### src/rtl/mem_arbiter_pkg.sv
// Shared CPU definitions for the unified-memory arbiter: FSM states, owner
// encoding and default bus widths.
package mem_arbiter_pkg;

  localparam int ADDR_W_DEF = 16;
  localparam int DATA_W_DEF = 16;

  typedef enum logic [1:0] {
    IDLE   = 2'd0,
    ACCESS = 2'd1,
    RESP   = 2'd2
  } arb_state_t;

  typedef enum logic {
    OWN_IF = 1'b0,
    OWN_DM = 1'b1
  } owner_t;

endpackage

### src/rtl/mem_arbiter.sv
// Shares one single-port memory between instruction fetch and load/store.
// DM has priority; a streak counter guarantees IF a grant after STARVE_MAX losses.
module mem_arbiter
  import mem_arbiter_pkg::*;
#(
  parameter int ADDR_W     = ADDR_W_DEF,
  parameter int DATA_W     = DATA_W_DEF,
  parameter int MEM_LAT    = 2,
  parameter int STARVE_MAX = 2
) (
  input  logic              clk,
  input  logic              rst,
  input  logic              if_req,
  input  logic [ADDR_W-1:0] if_addr,
  output logic [DATA_W-1:0] if_rdata,
  output logic              if_valid,
  input  logic              dm_req,
  input  logic              dm_we,
  input  logic [ADDR_W-1:0] dm_addr,
  input  logic [DATA_W-1:0] dm_wdata,
  output logic [DATA_W-1:0] dm_rdata,
  output logic              dm_valid,
  output logic              mem_en,
  output logic              mem_wr_n,
  output logic [ADDR_W-1:0] mem_addr,
  output logic [DATA_W-1:0] mem_wdata,
  input  logic [DATA_W-1:0] mem_rdata,
  output logic              stall
);

  localparam int CW = (MEM_LAT > 1) ? $clog2(MEM_LAT) : 1;
  localparam int SW = $clog2(STARVE_MAX + 2);

  arb_state_t        state_q, state_d;
  owner_t            owner_q, owner_d;
  logic [ADDR_W-1:0] addr_q, addr_d;
  logic [DATA_W-1:0] wdata_q, wdata_d;
  logic              we_q, we_d;
  logic [CW-1:0]     cnt_q, cnt_d;
  logic [SW-1:0]     streak_q, streak_d;
  logic [DATA_W-1:0] if_rdata_q, if_rdata_d;
  logic [DATA_W-1:0] dm_rdata_q, dm_rdata_d;
  logic              if_valid_q, if_valid_d;
  logic              dm_valid_q, dm_valid_d;
  logic              grant_if;

  always_ff @(posedge clk) begin
    if (rst) begin
      state_q    <= IDLE;
      owner_q    <= OWN_IF;
      addr_q     <= '0;
      wdata_q    <= '0;
      we_q       <= 1'b0;
      cnt_q      <= '0;
      streak_q   <= '0;
      if_rdata_q <= '0;
      dm_rdata_q <= '0;
      if_valid_q <= 1'b0;
      dm_valid_q <= 1'b0;
    end else begin
      state_q    <= state_d;
      owner_q    <= owner_d;
      addr_q     <= addr_d;
      wdata_q    <= wdata_d;
      we_q       <= we_d;
      cnt_q      <= cnt_d;
      streak_q   <= streak_d;
      if_rdata_q <= if_rdata_d;
      dm_rdata_q <= dm_rdata_d;
      if_valid_q <= if_valid_d;
      dm_valid_q <= dm_valid_d;
    end
  end

  always_comb begin
    state_d    = state_q;
    owner_d    = owner_q;
    addr_d     = addr_q;
    wdata_d    = wdata_q;
    we_d       = we_q;
    cnt_d      = cnt_q;
    streak_d   = streak_q;
    if_rdata_d = if_rdata_q;
    dm_rdata_d = dm_rdata_q;
    if_valid_d = 1'b0;
    dm_valid_d = 1'b0;
    // IF wins when DM is absent or IF has already lost STARVE_MAX times in a row
    grant_if   = if_req && (!dm_req || (streak_q == SW'(STARVE_MAX)));

    case (state_q)
      IDLE: begin
        if (!if_req) streak_d = '0;
        if (if_req || dm_req) begin
          state_d = ACCESS;
          cnt_d   = CW'(MEM_LAT - 1);
          if (grant_if) begin
            owner_d  = OWN_IF;
            addr_d   = if_addr;
            wdata_d  = '0;
            we_d     = 1'b0;
            streak_d = '0;
          end else begin
            owner_d = OWN_DM;
            addr_d  = dm_addr;
            wdata_d = dm_wdata;
            we_d    = dm_we;
            if (if_req) streak_d = streak_q + 1'b1;
          end
        end
      end
      ACCESS: begin
        if (cnt_q == '0) begin
          state_d = RESP;
          if (owner_q == OWN_IF) begin
            if_valid_d = 1'b1;
            if_rdata_d = mem_rdata;
          end else begin
            dm_valid_d = 1'b1;
            if (!we_q) dm_rdata_d = mem_rdata;
          end
        end else begin
          cnt_d = cnt_q - 1'b1;
        end
      end
      RESP:    state_d = IDLE;
      default: state_d = IDLE;
    endcase
  end

  assign mem_en    = (state_q == ACCESS);
  assign mem_wr_n  = ~((state_q == ACCESS) && we_q);
  assign mem_addr  = addr_q;
  assign mem_wdata = wdata_q;
  assign if_rdata  = if_rdata_q;
  assign dm_rdata  = dm_rdata_q;
  assign if_valid  = if_valid_q;
  assign dm_valid  = dm_valid_q;
  // Uses the registered valids so a completing port releases stall in its valid cycle
  assign stall     = (if_req & ~if_valid_q) | (dm_req & ~dm_valid_q);

endmodule

### config.mk
export PLATFORM = sky130hd
export DESIGN_NAME = mem_arbiter
export DESIGN_NICKNAME = d
export VERILOG_FILES = /design/src/rtl/mem_arbiter_pkg.sv /design/src/rtl/mem_arbiter.sv
export SDC_FILE = /design/constraint.sdc
export NUM_CORES = 1
export LEC_CHECK = 0
export CAP_MARGIN = 20
export CORE_MARGIN = 10
export CORE_UTILIZATION = 37
export DETAILED_ROUTE_END_ITERATION = 6
export PLACE_DENSITY = 0.76
export SYNTH_ARGS = -nofsm -noshare
export SYNTH_HDL_FRONTEND = slang
export SYNTH_SLANG_ARGS = --single-unit
### constraint.sdc
create_clock -name clk -period 1.6 [get_ports clk]
set_input_delay 0.32 -clock clk [delete_from_list [all_inputs] [get_ports clk]]
set_output_delay 0.32 -clock clk [all_outputs]
set_load 0.01 [all_outputs]
# Word level (Yosys, flattened, before mapping)
# Index checks and enable logic that the tools add are counted.
op_classes:
  addsub: 2
  multipliers: 0
  div: 0
  n_lt_le_gt_ge: 0
  n_eq_ne: 4
  shifts: 0
  muxes: 16
  bitwise_logic: 10
  n_reduce_logical: 13
op_table:
  columns: ["cell", "n"]
  rows:
  - ["$mux 16", 2]
  - ["$mux 2", 6]
  - ["$not 1->1", 7]
  - ["$mux 1", 6]
  - ["$reduce_and 2->1", 3]
  - ["$ne 2x2->1 const B", 2]
  - ["$pmux 2 s2", 1]
  - ["$reduce_and 4->1", 1]
  - ["$reduce_and 3->1", 1]
  - ["$reduce_or 3->1", 1]
  - ["$add 2x1->2 const B", 1]
  - ["$and 1x1->1", 2]
  - ["$eq 2x1->1 const B", 1]
  - ["$eq 2x2->1 const B", 1]
  - ["$logic_and 1x1->1", 2]
  - ["$logic_not 2->1", 1]
  - ["$logic_or 1x1->1", 2]
  - ["$pmux 1 s2", 1]
  - ["$reduce_bool 2->1", 1]
  - ["$logic_not 1->1", 1]
  - ["$or 1x1->1", 1]
  - ["$sub 1x1->1 const B", 1]
word_totals:
  regBits: 73
  latchBits: 0
  ramBits: 0
  romBits: 0
  in_bits: 69
  output_inout_bits: 69
  wordCells: 56
  mem_count: 0

# Logic depth before layout (Yosys ltp)
# Gate-level depths: netlist of run 1.
logic_depth:
  depth_word: 5
  ltp_mapped: 7
  mapped_depth_nobuf: 5

# Worst setup path after synthesis of run 1
# OpenSTA, ideal clock, no wires.
synth_path:
  path_kind: "reg2reg"
  from: "register streak_q[0]"
  to: "register addr_q[10] (netlist: mem_addr[10])"
  setup_ns: 0.091
  arrival_time_ns: 1.379
  required_time_ns: 1.509
  slack_ns: 0.130
  path_stages_with_launch: 7
  period_less_slack_ns: 1.470
  cell_sequence: "dfxtp_1 -> inv_1 -> ha_1 -> and2b_1 -> clkbuf_1 -> o21ai_0 -> a311oi_1"
synth_between:
  elab_chain_cells: 4
synth_lines:
  columns: ["item", "line", "rtl"]
  rows:
  - ["start: declaration", "mem_arbiter.sv:40", "logic [SW-1:0] streak_q, streak_d;"]
  - ["start signal: assignment", "mem_arbiter.sv:67", "streak_q <= streak_d;"]
  - ["$eq 2x2->1", "mem_arbiter.sv:88", "grant_if = if_req && (!dm_req || (streak_q == SW'(STARVE_MAX)));"]
  - ["$logic_or 1x1->1", "mem_arbiter.sv:88", null]
  - ["$logic_and 1x1->1", "mem_arbiter.sv:88", null]
  - ["$mux 16", "mem_arbiter.sv:96", "if (grant_if) begin"]
  - ["end signal: assignment", "mem_arbiter.sv:63", "addr_q <= addr_d;"]
  - ["end: declaration", "mem_arbiter.sv:36", "logic [ADDR_W-1:0] addr_q, addr_d;"]
# No other way between the ends.
# A chain may end at the register's enable or synchronous reset.

# Final worst setup path of run 1
layout_path:
  from: "register dm_rdata_q[11] (netlist: dm_rdata[11])"
  to: "output port dm_rdata[11]"
layout_lines:
  columns: ["item", "line", "rtl"]
  rows:
  - ["start: declaration", "mem_arbiter.sv:42", "logic [DATA_W-1:0] dm_rdata_q, dm_rdata_d;"]
  - ["start signal: assignment", "mem_arbiter.sv:69", "dm_rdata_q <= dm_rdata_d;"]
  - ["end: declaration", "mem_arbiter.sv:21", "output logic [DATA_W-1:0] dm_rdata,"]
# No word-level cell between the ends.

==> key figures, run 1 <==
Worst setup path
  • Worst Setup Start Kind: flop
  • CP Class: flop to primary output
  • Critical R2R Launch: state_q[0]$_SDFFE_PP0P_
  • Crit path buffers/inverters: 1
  • CP Cell Sequence: clkdlybuf4s50_1
  • Worst Path Arrival: 1.25 ns
  • Max Fanout on Critical Path: 2
  • CP top delay family: buffers and inverters
  • Crit path capture type: primary output
  • Largest stage delay, worst path: 0.55 ns
  • Crit path required time: 1.28 ns
  • CP startpoint: dm_rdata[11]$_SDFFE_PP0P_
  • CP max-delay cell: clkdlybuf4s50_1

CTS
  • CTS tree: built
  • Worst-Skew Late Latency: 0.34 ns
  • Clock sink count: 73
  • Buffers from clock root to sink, at most: 2
  • Clock slew at reported path FFs: 0.08 ns
  • Post-CTS Hold Buffers: 0
  • H-Tree Depth: 3
  • Root Driver: clkbuf_8
  • Num CTS Buffers: 9
  • Post-CTS Setup Bufs: 0

Hold path
  • Hold Startpoint: rst
  • Worst hold path class: input pin to flop

Die
  • I/O pins: 138
  • Initial Util: 38.02%
  • DIE AREA: 11900 µm²
  • Die X: 109.1 µm
  • Row count: 32
  • Die H: 109.1 µm
  • Total core area: 7727 µm²

Yosys
  • Post-Syn Area per Cell: 9.356 µm²
  • Synth Warn #: 0
  • Syn nets: 384
  • Asr flop ratio synth: 0%
  • Largest family of logic cells by synthesized area: compound AO/OA/AOI/OAI gates
  • Yosys top cell by area: dfxtp_1
  • Top-area cell type share of the netlist area: 49.74%
  • Cells after Synth: 314
  • Top cells by count, synth: dfxtp_1, a21oi_1, nand2_1
  • Distinct cells, synth: 30
  • Most common cell in the netlist: dfxtp_1
  • Post-synth EDFFs: 0
  • Mux cell area share after synthesis: 5.451%
  • Adder-cell share of the synthesized area: 0.4259%
  • Seq cells post-synth: 73
  • Sequential element share of the synthesized area: 49.74%
  • Dominant cells by area after synthesis: dfxtp_1, nand2b_1, a21oi_1
  • Post-synthesis simple-gate area fraction: 19.04%
  • XOR/XNOR Fraction of Synth Area: 0%
  • Compound-gate portion of the synthesized area: 20.02%
  • Synthesized cell area: 2938 µm²
  • Main synth FF type: dfxtp_1

Place
  • Routability congestion estimate from global placement: 0.7515
  • DP Worst Slack: -0.4380 ns
  • Dpl hpwl: 6.928 mm
  • Number of port buffers: 137
  • Placed Instance Area: 4514 µm²

Layout
  • Multi-input logic area: 1333 µm²
  • Final core occ: 62.40%
  • Fin area: 4822 µm²
  • FF+latch area: 1461 µm²
  • Synthesis-to-finish area growth: 64.14%
  • Layout net count: 524
  • Layout cell share with drive strength beyond 1: 10.02%
  • Fillers: 638
  • Antenna diodes: 0

Route
  • Via-to-Cell Ratio: 4.936
  • Routed length per instance: 16.47 µm
  • Residual DRC: 0
  • WL final: 9.239 mm
  • Remaining antenna violation count: 0
  • DRT Pass-1 Iters: 4
  • Detailed Route Iter0 Violations: 74
  • Via Count: 2769

STA
  • Least-Margin Pin Slew: 0.3928 ns
  • Fin Clk Skew: 0.006808 ns
  • Setup ws final: 0.03032 ns
  • Final critical-path required period: 1.570 ns
  • Fin. max-slew vios: 0
  • Fmax: 637.1 MHz
  • Post-route setup TNS: 0 ns
  • Unrepaired setup endpoints after global routing: false
  • Final worst-path cycle share: 98.11%
  • Final setup fails: 0
  • Final Hold Fails: 0
  • Hold_ws: 0.2946 ns
  • Max_slew headroom: 73.81%

GRT
  • GRT overflow: 0
  • Total track usage: 15.10%
  • Vias in the first global route: 2881
  • Pin count of the biggest net entering global routing: 50
  • First-pass GRT wire length: 14.41 mm
  • Initial antenna violation count: 0

Pwr
  • Peak VDD IR: 0.0004911 V
  • Combinational share of power: 20.8%
  • Clk pwr share: 36.8%
  • Sw power: 1.217 mW
  • Switching Fraction: 25.53%
  • Internal: 3.549 mW
  • Sequential power share: 42.5%
  • Static Leakage: 2.195 nW
  • Power per cell area: 988.4 nW/µm²

Run status
  • Status: complete, no violations

Job
  • Max-cap viol count: 0
## kinds of logic (layout without fill, tap and decap cells)
group | Yosys count | count (layout)
mux | 16 | 16
fa+ha+maj | 1 | 1
compound gates | 91 | 91
flops | 73 | 73
buf+inv | 32 | 177
simple gates | 101 | 101
## worst paths after layout
check | to | slack [ns] | cells after the start
max reg2reg | mem_wdata[13]$_SDFFE_PP0P_ | 0.13 | 6
max | dm_rdata[11] | 0.03 | 1
min reg2reg | if_rdata[7]$_SDFFE_PP0P_ | 0.46 | 2
min | streak_q[1]$_SDFFE_PP0N_ | 0.29 | 2
## layout by cell type (no fill, tap or decap), types with 3 or more instances in the layout
cell / instances
dfxtp_1: 73
inv_1: 3
nand2_1: 37
dlygate4sd2_1: 3
dlymetal6s2s_1: 24
bufinv_16: 3
buf_4: 12
a311oi_1: 16
mux2i_1: 16
buf_12: 6
nand3_1: 16
clkbuf_8: 9
nand2b_1: 33
o21ai_0: 18
clkdlybuf4s50_1: 107
a22o_1: 17
a21oi_1: 37
## routing by layer
layer	up-vias	part of all wire, %	global-route usage, %	routed length [µm]
li1	1396	-	-	-
met1	1275	42	16.65	3925
met2	88	48	26.14	4424
met3	10	8.6	6.018	799
met4	0	0.96	4.520	89
met5	-	0	0	0
## power groups by stage
| stage | registers (mW) | clock network, mW | logic, mW |
|---|---|---|---|
| after floorplan | 2.12 | 0 | 0.363 |
| after global placement | 2.06 | 0 | 0.993 |
| after detailed placement | 2.07 | 0 | 1.01 |
| after CTS | 2.03 | 1.79 | 1.02 |
| after global routing | 2.04 | 1.86 | 1.08 |
| final | 2.02 | 1.75 | 0.991 |
## sequential cells by signal, indices dropped and copies added (netlist names), 2 cells and up
signal     cells
mem_addr      16
if_rdata      16
state_q        2
streak_q       2
mem_wdata     16
dm_rdata      16
## metrics by stage
| step | cells | power [mW] |
|---|---|---|
| after global routing | 561 | 4.975 |
| after floorplan | 314 | 2.485 |
| final | 561 | 4.766 |
| after detailed placement | 544 | 3.079 |
| after CTS | 561 | 4.830 |
| after global placement | 544 | 3.056 |
## timing repair
item                                    CTS  global route
resized for setup                         9            26
cloned                                    1             0
endpoints found under the setup margin   20            26
## worst register-to-register path, cell delays in order, from the launching register on
cell     delay (ns)
dfxtp_1        0.34
buf_4          0.15
nor2_1         0.18
buf_12         0.19
and4b_1        0.25
buf_12         0.16
a22o_1         0.14
## cell type report
cell class	count	area share, %
well taps	102	2.647
multi-input cells	209	27.63
repair buffers	157	34.09
flip-flops and latches	73	30.31
clock inverters	7	2.439
clock buffers	9	2.569
inverters	4	0.3114
No activity file was read; power rests on OpenSTA's default activity.
==> inputs of run 2 (changes only) <==
Settings changed: GPL_ROUTABILITY_DRIVEN set to 0.
==> results of run 2 <==
The final DEF is identical to that of run 1; final timing and power are the same.
==> inputs of run 3 (changes only) <==
--- a/config.mk
+++ b/config.mk
@@ -12,4 +12,5 @@
 export GPL_ROUTABILITY_DRIVEN = 0
 export PLACE_DENSITY = 0.76
+export SLEW_MARGIN = 15
 export SYNTH_ARGS = -nofsm -noshare
 export SYNTH_HDL_FRONTEND = slang
==> constraint.sdc (replaced) <==
create_clock -name clk -period 1.6 [get_ports clk]
set_input_delay 0.24 -clock clk [delete_from_list [all_inputs] [get_ports clk]]
set_output_delay 0.24 -clock clk [all_outputs]
set_load 0.01 [all_outputs]
==> run 3 against run 2 <==
- first-iteration DRC count increased by 42%
- clock skew is 0.0067 ns higher
- setup slack better by 0.017 ns
- non-clock buffer count fell by 2
- sequential cell count unchanged
- total power decreased by 5.9%
- final area fell by 2.3%
- sequential share of layout area up 0.75 points
- critical path type is now input pin to primary output
- largest power group unchanged
- highest routed layer unchanged
==> key figures, run 3 (synthesis gave the netlist of run 1 again) <==
CTS
  • Buffers from clock root to sink, at most: 2 (unchanged)
  • Clock slew at reported path FFs: 0.07 ns (was 0.08 ns)
  • Post-CTS Setup Bufs: 0 (unchanged)
  • H-Tree Depth: 3 (unchanged)
  • CTS tree: built (unchanged)
  • Worst-Skew Late Latency: 0.34 ns (about the same)
  • Num CTS Buffers: 9 (unchanged)
  • Root Driver: clkbuf_8 (unchanged)
  • Post-CTS Hold Buffers: 0 (unchanged)
  • Clock sink count: 73 (unchanged)
  • Post_cts resized: 4 (was 9)

Worst setup path
  • Crit path capture type: primary output (unchanged)
  • CP top delay family: buffers and inverters (unchanged)
  • CP max-delay cell: clkdlybuf4s50_1 (unchanged)
  • Max Fanout on Critical Path: 3 (was 2)
  • Worst reg-to-reg path cell count: 6 (unchanged)
  • Worst Setup Start Kind: input pin (was flop)
  • Crit path required time: 1.36 ns (was 1.28 ns)
  • CP Class: input pin to primary output (was flop to primary output)
  • Crit path buffers/inverters: 3 (was 1)
  • Worst path depth: 4 (was 1)
  • Worst Path Arrival: 1.31 ns (was 1.25 ns)
  • CP Cell Sequence: clkdlybuf4s50_1 > inv_1 > o22ai_1 > dlygate4sd2_1 (was clkdlybuf4s50_1)
  • Largest stage delay, worst path: 0.50 ns (was 0.55 ns)

STA
  • Final setup fails: 0 (unchanged)
  • Fmax: 644.1 MHz (was 637.1 MHz)
  • Least-Margin Pin Slew: 0.3718 ns (was 0.3928 ns)
  • Final critical-path required period: 1.553 ns (was 1.570 ns)
  • Fin. max-slew vios: 0 (unchanged)
  • Final worst-path cycle share: 97.03% (was 98.11%)
  • Final Hold Fails: 0 (unchanged)
  • Max_slew headroom: 75.21% (was 73.81%)
  • Fin Clk Skew: 0.01354 ns (was 0.006808 ns)
  • Unrepaired setup endpoints after global routing: false (unchanged)

Route
  • Residual DRC: 0 (unchanged)
  • Via-to-Cell Ratio: 4.970 (was 4.936)
  • Detailed Route Iter0 Violations: 105 (was 74)
  • Remaining antenna violation count: 0 (unchanged)
  • DRT Pass-1 Iters: 4 (unchanged)
  • WL final: 9.010 mm (was 9.239 mm)
  • Routed length per instance: 16.12 µm (was 16.47 µm)
  • Via Count: 2778 (was 2769)

GRT
  • Total track usage: 14.44% (was 15.10%)
  • Initial antenna violation count: 0 (unchanged)
  • Pin count of the biggest net entering global routing: 50 (unchanged)
  • Vias in the first global route: 2791 (was 2881)
  • First-pass GRT wire length: 13.91 mm (was 14.41 mm)
  • GRT overflow: 0 (unchanged)

Die
  • DIE AREA: 11900 µm² (unchanged)
  • Die H: 109.1 µm (unchanged)
  • Total core area: 7727 µm² (unchanged)
  • Row count: 32 (unchanged)
  • I/O pins: 138 (unchanged)
  • Die X: 109.1 µm (unchanged)
  • Initial Util: 38.02% (unchanged)

Place
  • Number of port buffers: 137 (unchanged)
  • # placed instances: 543 (was 544)
  • Dpl hpwl: 6.921 mm (was 6.928 mm)

Layout
  • Final Non-Filler Cells: 559 (was 561)
  • Layout net count: 522 (was 524)
  • Most frequent cells in the layout: clkdlybuf4s50_1, dfxtp_1, nand2_1, a21oi_1, nand2b_1 (unchanged)
  • Final core occ: 60.95% (was 62.40%)
  • Antenna diodes: 0 (unchanged)
  • Synthesis-to-finish area growth: 60.31% (was 64.14%)
  • Commonest non-fill, non-tap cell in the layout: clkdlybuf4s50_1 (unchanged)
  • Layout cell share with drive strength beyond 1: 9.190% (was 10.02%)

Pwr
  • Clk pwr share: 32.7% (was 36.8%)
  • Sw power: 1.200 mW (was 1.217 mW)
  • Power per cell area: 952.1 nW/µm² (was 988.4 nW/µm²)
  • Peak VDD IR: 0.0005394 V (was 0.0004911 V)
  • Combinational share of power: 22.0% (was 20.8%)
  • Sequential power share: 45.3% (was 42.5%)
  • Static Leakage: 1.752 nW (was 2.195 nW)
  • Internal: 3.284 mW (was 3.549 mW)
  • Switching Fraction: 26.77% (was 25.53%)

Job
  • Max-cap viol count: 0 (unchanged)

Hold path
  • Hold Path Depth: 2 (unchanged)
  • Worst hold path class: input pin to flop (unchanged)

Run status
  • Status: complete, no violations (unchanged)
-- run 3: changes by cell type in the layout (fill, tap and decap cells not counted), moves of 2 or more --
| cell | delta |
|---|---|
| bufinv_16 | -2 |
| clkdlybuf4s50_1 | +26 |
| clkinvlp_4 | +2 |
| dlymetal6s2s_1 | -24 |
-- run 3: worst paths after layout --
kind                                           startpoint                        end  slack [ns]
worst max register to register   streak_q[0]$_SDFFE_PP0N_   mem_addr[6]$_SDFFE_PP0P_        0.10
worst min-delay path                                  rst    state_q[0]$_SDFFE_PP0P_        0.22
worst min register to register  if_rdata[15]$_SDFFE_PP0P_  if_rdata[15]$_SDFFE_PP0P_        0.46
worst max-delay path                               if_req                      stall        0.05
-- run 3: per-layer routing --
| metal | global-route usage (%) | routed length (µm) | vias up |
|---|---|---|---|
| met2 | 24.72 | 4381 | 106 |
| met5 | 0 | 0 | - |
| li1 | - | - | 1386 |
| met4 | 5.461 | 150 | 0 |
| met3 | 5.723 | 848 | 11 |
| met1 | 15.76 | 3630 | 1275 |
-- run 3: layout make-up --
| cell class | count | area [µm²] |
|---|---|---|
| clock inverters | 6 | 67.56 |
| repair buffers | 155 | 1573 |
| inverters | 4 | 15.01 |
| well taps | 102 | 127.6 |
| multi-input cells | 209 | 1326 |
| fillers | 665 | 3018 |
| clock buffers | 10 | 137.6 |
| flip-flops and latches | 73 | 1463 |
-- run 3: power groups by stage --
stage	sequential, mW	clock [mW]	combinational (mW)
after floorplan	2.12	0	0.363
after global placement	2.07	0	0.983
after detailed placement	2.07	0	1.00
after CTS	2.03	1.51	0.999
after global routing	2.05	1.58	1.07
final	2.03	1.47	0.986
-- run 3: worst reg2reg max path, stage by stage, from the launching register on --
cell and delay [ns]:
dfxtp_1 0.33, inv_1 0.05, ha_1 0.23, and2b_1 0.25, buf_12 0.15, o21ai_0 0.08, a311oi_1 0.30
-- run 3: through the flow --
stage	total power, mW	setup TNS (ns)	cell area [µm²]	hold slack (ns)	setup slack, ns
3_3_place_gp	3.049	-5.475	4507	0.4415	-0.2158
5_1_grt	4.698	0	4710	0.2240	0.0004322
6_report	4.484	0	4710	0.2202	0.04745
3_5_place_dp	3.073	-6.677	4507	0.4478	-0.2645
4_1_cts	4.538	0	4710	0.2034	0.04062
2_1_floorplan	2.485	0	2938	0.3655	0.1301
